===== config.mk =====
export PLATFORM = sky130hd
export DESIGN_NAME = unit_a_arbiter
export DESIGN_NICKNAME = d
export VERILOG_FILES = /design/src/rtl/unit_a_arbiter.sv
export SDC_FILE = /design/constraint.sdc
export NUM_CORES = 1
export LEC_CHECK = 0
export CAP_MARGIN = 20
export CORE_AREA = 2 2 114 116
export CTS_CLUSTER_DIAMETER = 40
export DETAILED_ROUTE_END_ITERATION = 7
export DIE_AREA = 0 0 116 118
export PLACE_DENSITY = 0.79
export SYNTH_ARGS = -nofsm -noshare
export SYNTH_HDL_FRONTEND = slang
export SYNTH_SLANG_ARGS = --single-unit

===== constraint.sdc =====
create_clock -name clk -period 1.7 [get_ports clk]
set_input_delay 0.34 -clock clk [delete_from_list [all_inputs] [get_ports clk]]
set_output_delay 0.34 -clock clk [all_outputs]
set_load 0.01 [all_outputs]

===== src/rtl/unit_a_arbiter.sv =====
// Round-robin arbiter/sequencer that time-shares one combinational unit_A adder among NREQ requesters.
// Optional macro UNIT_A_ARB_FLAGS_EN adds captured negative/zero result flags.
module unit_a_arbiter #(
  parameter int unsigned NREQ          = 2,
  parameter int unsigned SETTLE_CYCLES = 2,
  localparam int unsigned IDW          = (NREQ > 1) ? $clog2(NREQ) : 1,
  localparam int unsigned CW           = (SETTLE_CYCLES > 1) ? $clog2(SETTLE_CYCLES) : 1
) (
  input  logic                 clk,
  input  logic                 rst_n,
  input  logic [NREQ-1:0]      req_valid,
  output logic [NREQ-1:0]      req_ready,
  input  logic [32*NREQ-1:0]   req_a,
  input  logic [32*NREQ-1:0]   req_b,
  input  logic [2*NREQ-1:0]    req_f,
  output logic [31:0]          alu_a,
  output logic [31:0]          alu_b,
  output logic [1:0]           alu_f,
  input  logic [31:0]          alu_s,
  input  logic                 alu_c,
  input  logic                 alu_o,
  output logic                 rsp_valid,
  input  logic                 rsp_ready,
  output logic [IDW-1:0]       rsp_id,
  output logic [31:0]          rsp_s,
  output logic                 rsp_c,
  output logic                 rsp_o,
  output logic                 rsp_n,
  output logic                 rsp_z,
  output logic                 busy
);

  typedef enum logic [1:0] {StIdle, StWait, StResp} state_e;

  state_e         r_state;
  logic [IDW-1:0] r_ptr;
  logic [CW-1:0]  r_cnt;
  logic [31:0]    r_alu_a;
  logic [31:0]    r_alu_b;
  logic [1:0]     r_alu_f;
  logic           r_rsp_valid;
  logic [IDW-1:0] r_rsp_id;
  logic [31:0]    r_rsp_s;
  logic           r_rsp_c;
  logic           r_rsp_o;
  logic           r_busy;

  logic           w_found;
  logic [IDW-1:0] w_idx;

  // Search starts just after the last grant and wraps, giving round-robin fairness.
  always_comb begin
    int unsigned idx;
    w_found = 1'b0;
    w_idx   = '0;
    idx     = 0;
    for (int unsigned k = 1; k <= NREQ; k++) begin
      idx = (32'(r_ptr) + k) % NREQ;
      if (!w_found && req_valid[idx]) begin
        w_found = 1'b1;
        w_idx   = IDW'(idx);
      end
    end
  end

  always_comb begin
    req_ready = '0;
    if (r_state == StIdle && w_found) begin
      req_ready[w_idx] = 1'b1;
    end
  end

  always_ff @(posedge clk) begin
    if (!rst_n) begin
      r_state     <= StIdle;
      r_ptr       <= IDW'(NREQ - 1);
      r_cnt       <= '0;
      r_alu_a     <= '0;
      r_alu_b     <= '0;
      r_alu_f     <= '0;
      r_rsp_valid <= 1'b0;
      r_rsp_id    <= '0;
      r_rsp_s     <= '0;
      r_rsp_c     <= 1'b0;
      r_rsp_o     <= 1'b0;
      r_busy      <= 1'b0;
    end else begin
      case (r_state)
        StIdle: begin
          if (w_found) begin
            r_alu_a  <= req_a[32*w_idx +: 32];
            r_alu_b  <= req_b[32*w_idx +: 32];
            r_alu_f  <= req_f[2*w_idx +: 2];
            r_rsp_id <= w_idx;
            r_ptr    <= w_idx;
            r_cnt    <= CW'(SETTLE_CYCLES - 1);
            r_busy   <= 1'b1;
            r_state  <= StWait;
          end
        end
        StWait: begin
          if (r_cnt == '0) begin
            r_rsp_s     <= alu_s;
            r_rsp_c     <= alu_c;
            r_rsp_o     <= alu_o;
            r_rsp_valid <= 1'b1;
            r_state     <= StResp;
          end else begin
            r_cnt <= r_cnt - 1'b1;
          end
        end
        StResp: begin
          if (rsp_ready) begin
            r_rsp_valid <= 1'b0;
            r_busy      <= 1'b0;
            r_state     <= StIdle;
          end
        end
        default: r_state <= StIdle;
      endcase
    end
  end

`ifdef UNIT_A_ARB_FLAGS_EN
  logic r_rsp_n;
  logic r_rsp_z;

  always_ff @(posedge clk) begin
    if (!rst_n) begin
      r_rsp_n <= 1'b0;
      r_rsp_z <= 1'b0;
    end else if (r_state == StWait && r_cnt == '0) begin
      r_rsp_n <= alu_s[31];
      r_rsp_z <= (alu_s == 32'd0);
    end
  end

  assign rsp_n = r_rsp_n;
  assign rsp_z = r_rsp_z;
`else
  assign rsp_n = 1'b0;
  assign rsp_z = 1'b0;
`endif

  assign alu_a     = r_alu_a;
  assign alu_b     = r_alu_b;
  assign alu_f     = r_alu_f;
  assign rsp_valid = r_rsp_valid;
  assign rsp_id    = r_rsp_id;
  assign rsp_s     = r_rsp_s;
  assign rsp_c     = r_rsp_c;
  assign rsp_o     = r_rsp_o;
  assign busy      = r_busy;

endmodule


==> metrics list <==
- Outcome: complete, no violations
* Post-layout power: between 7 and 8 mW
* Number of flops mapped to enable cells by yosys: 0
- Vertical die dimension: 118 µm
* Fmax achieved: 609 MHz
- Among all flip-flop cells after synthesis, the most frequent one is dfxtp_1.
- RSZ-0062 raised after global routing: no
- After detailed routing, the number of remaining DRC violations is 0.
- Worst slew margin relative to its limit: 50.4%
* Synth Area per Inst: 7.91 µm²
* Number of search-and-repair iterations in the first detailed-routing pass: 5
- Static leakage: about 2.7 nW
* Placement Cell Area: 7420 µm²
- Required time of the worst setup path: ~1400 ps
* Total wirelength of the detailed-routed design: about 17000 µm
- Summing all multi-input logic gate instances after layout gives between 2000 and 2500 µm².
* CTS Root Cell: clkbuf_16
- Filler Cells Inserted: 1080
- dfxtp_1 takes more of the synthesized area than any other cell.
* Layout cells sized above 1: 6.11%
- Final worst path period share: 96.6%
- For this run, the register share of the synthesized area comes to 47.6%.
- In this run the critical register-to-register path is captured at alu_b[15].
* Hold wc startpoint: rsp_s[21]
- By startpoint and endpoint, the worst setup path is classified as register to output pin.
- Synthesis inferred 107 register bits.
- At the pin with the least slew margin, the transition time is 745 ps.
* Post-CTS Setup Repair Bufs: 0
- Using the TritonRoute via totals, the vias-per-cell ratio works out to 5.44.
* Max Cap Viol: 0
- For this configuration, the core starts out at a cell density of a little over a third.
* Antenna-violating nets left: 0
- Vias in the first global route: 5243
- Detailed placement ended at an HPWL of 11700 µm.
- The max-slew violation count was 0.
- The congestion estimate from routability-driven global placement came to 0.839.
* Overall overflow remaining after global route: 0
* R2r setup slk: about 120 ps
- Maximum count of clock buffers along a single path: 2
- Fin Hold WS: between 400 and 500 ps
- Area of the die: about 14000 µm²
- Gr usage total: a little under a quarter
- Entering global routing, the biggest net connects 67 pins.
- Summing all flip-flop and latch instances after layout gives 2140 µm².
* Detailed-route wire length per cell: 16.9 µm
- CTS HTree Levels: 3
- Clock latency on the worst-skew pair, taken at its later pin, is 340 ps.
- After routing, the total negative slack on setup checks comes to 0 ps.
- Number of buffers inserted during clock tree synthesis: 9
- The first global-routing pass estimated 25700 µm of wire.
- Count of buffers from port buffering: 275
- Sorting the synthesized cells by area gives the leading types as dfxtp_1, nand3_1, a31oi_1.
* Post-synthesis cell area: 4500 µm²
- Setup skew after layout: 8.94 ps
- In the synthesized netlist the async set-or-reset flop fraction comes to 0%.
- The number of antenna violations at the first check in global routing came to 1.
* Number of standard cells in the final layout excluding fillers: 991
- The min-delay analysis places its worst path in the category register to register.
* R2R cell count: 4
- Clock tree synthesis found a total of 107 sinks.
- The critical path ends at req_ready[0].
* Total of warnings raised by yosys: 0
- The most critical setup path has its startpoint at r_ptr.
* Core Box Area: between 10000 and 15000 µm²
- After routing the design area is 7720 µm².
- Across the VDD grid, the largest voltage drop is 0.000444 V.
- Width of the die: 116 µm
- For this design the top-level I/O count stands at 278.
- Clock transition at the registers of the reported paths: around 70 ps
- Startpoint Class: register
- Row generation in the floorplan step produced 41 rows.
* P&R area growth vs syn: 71.7%
* Pwr per Cell Area: approximately 920 nW/µm²
- Setup violations remaining at the end of the flow were counted as 0.
- In the final design database the tool counted 985 nets.
- The synthesized design devotes to its leading area cell type 47.6% of total area.
- Via total after detailed routing: 5395
- Hold repair after CTS inserted 0 buffers.
* Most instantiated library cell after synthesis: nand3_1
* Number of distinct library cells after synthesis: 29
- Antenna diode instance count: 0
* TritonCTS clock tree: built
- Start of the worst register-to-register path: r_ptr
- Synthesis produced 568 cells.
* Min Tclk post-route: ~1600 ps
- Largest fanout of any net on the critical path: 3
* Element type at the critical path end: output pin
- Cell count after placement: between 900 and 1k
- Number of failing hold endpoints at the final stage: 0
- Violation count after the first detailed-routing iteration: between 600 and 700
* Post-synth top cells: nand3_1, dfxtp_1, nand2_1
- Data on the critical path arrives at its endpoint at roughly 1300 ps.
sequential cells by signal, summed over array words and instances (netlist names):
signal     cells
rsp_o          1
rsp_id         1
alu_b         32
rsp_valid      1
alu_a         32
busy           1
rsp_s         32
rsp_c          1
r_cnt          1
r_state        2
alu_f          2
r_ptr          1
cell families after synthesis:
logic type             Yosys count  share of synthesized area (%)
AND/OR/NAND/NOR                214                           22.5
AO/OA/AOI/OAI                  178                           22.2
flip-flops                     107                           47.6
buffers and inverters           68                           7.63
other                            1                         0.0834
power breakdown:
| group | switching (mW) | internal, mW | total (mW) |
|---|---|---|---|
| registers | 0.144 | 2.77 | 2.91 |
| logic | 1.01 | 1.10 | 2.11 |
| clock network | 0.946 | 1.15 | 2.10 |
| total | 2.10 | 5.02 | 7.12 |
routing by layer:
metal,track usage (%),share of wire [%],vias to the layer above
met4,9.97,2.8,2
met3,6.23,9.5,37
met2,39.3,49,306
met5,0,0.066,-
li1,-,-,2532
met1,27.4,39,2518
cell usage in the layout, fill, tap and decap left out, types with 2 or more instances in the layout:
cell / n
dfxtp_1: 106
dlygate4sd2_1: 3
nor2_4: 2
nand3_1: 133
inv_1: 2
nor3b_4: 2
a21oi_1: 38
conb_1: 2
clkbuf_16: 9
a31oi_1: 66
clkinv_2: 3
buf_4: 17
o21ai_0: 31
inv_6: 2
o21ai_1: 38
nand2_1: 70
clkdlybuf4s50_1: 271
buf_12: 6
worst min path at each step:
stage                 to  slack [ps]  cells past startpoint
2_1_floorplan      r_ptr         470                      1
3_5_place_dp   rsp_s[21]         450                      2
4_1_cts        rsp_s[21]         460                      2
6_report       rsp_s[21]         450                      2
5_1_grt        rsp_s[21]         480                      2
3_3_place_gp    rsp_s[6]         440                      2
per-stage QoR:
stage	util, %	setup WS (ps)
after floorplan	-	229
after global placement	59.8	-385
after detailed placement	59.8	-456
after CTS	62.2	4.41
after global routing	62.2	12.7
final	62.2	58.4
area by class of cell:
cell class                      count  area share, %
Timing Repair Buffer              298           38.8
Inverter                            4          0.211
Multi-Input combinational cell    394           26.5
Tap cell                          172           2.79
Sequential cell                   107           27.8
Clock inverter                      7          0.957
Clock buffer                        9           2.92
repair_timing:
| item | in CTS | in global routing |
|---|---|---|
| endpoints found under the setup margin | 68 | 1 |
| resized for setup | 5 | 1 |
| endpoints found under the hold margin | 0 | 0 |
worst max-delay path: stages, from the launching register on:
cell and delay (ps):
dfxtp_2 350, nand2b_2 180, and3_1 170, clkdlybuf4s15_1 260
Note: power is estimated with default switching activity, not from simulation.
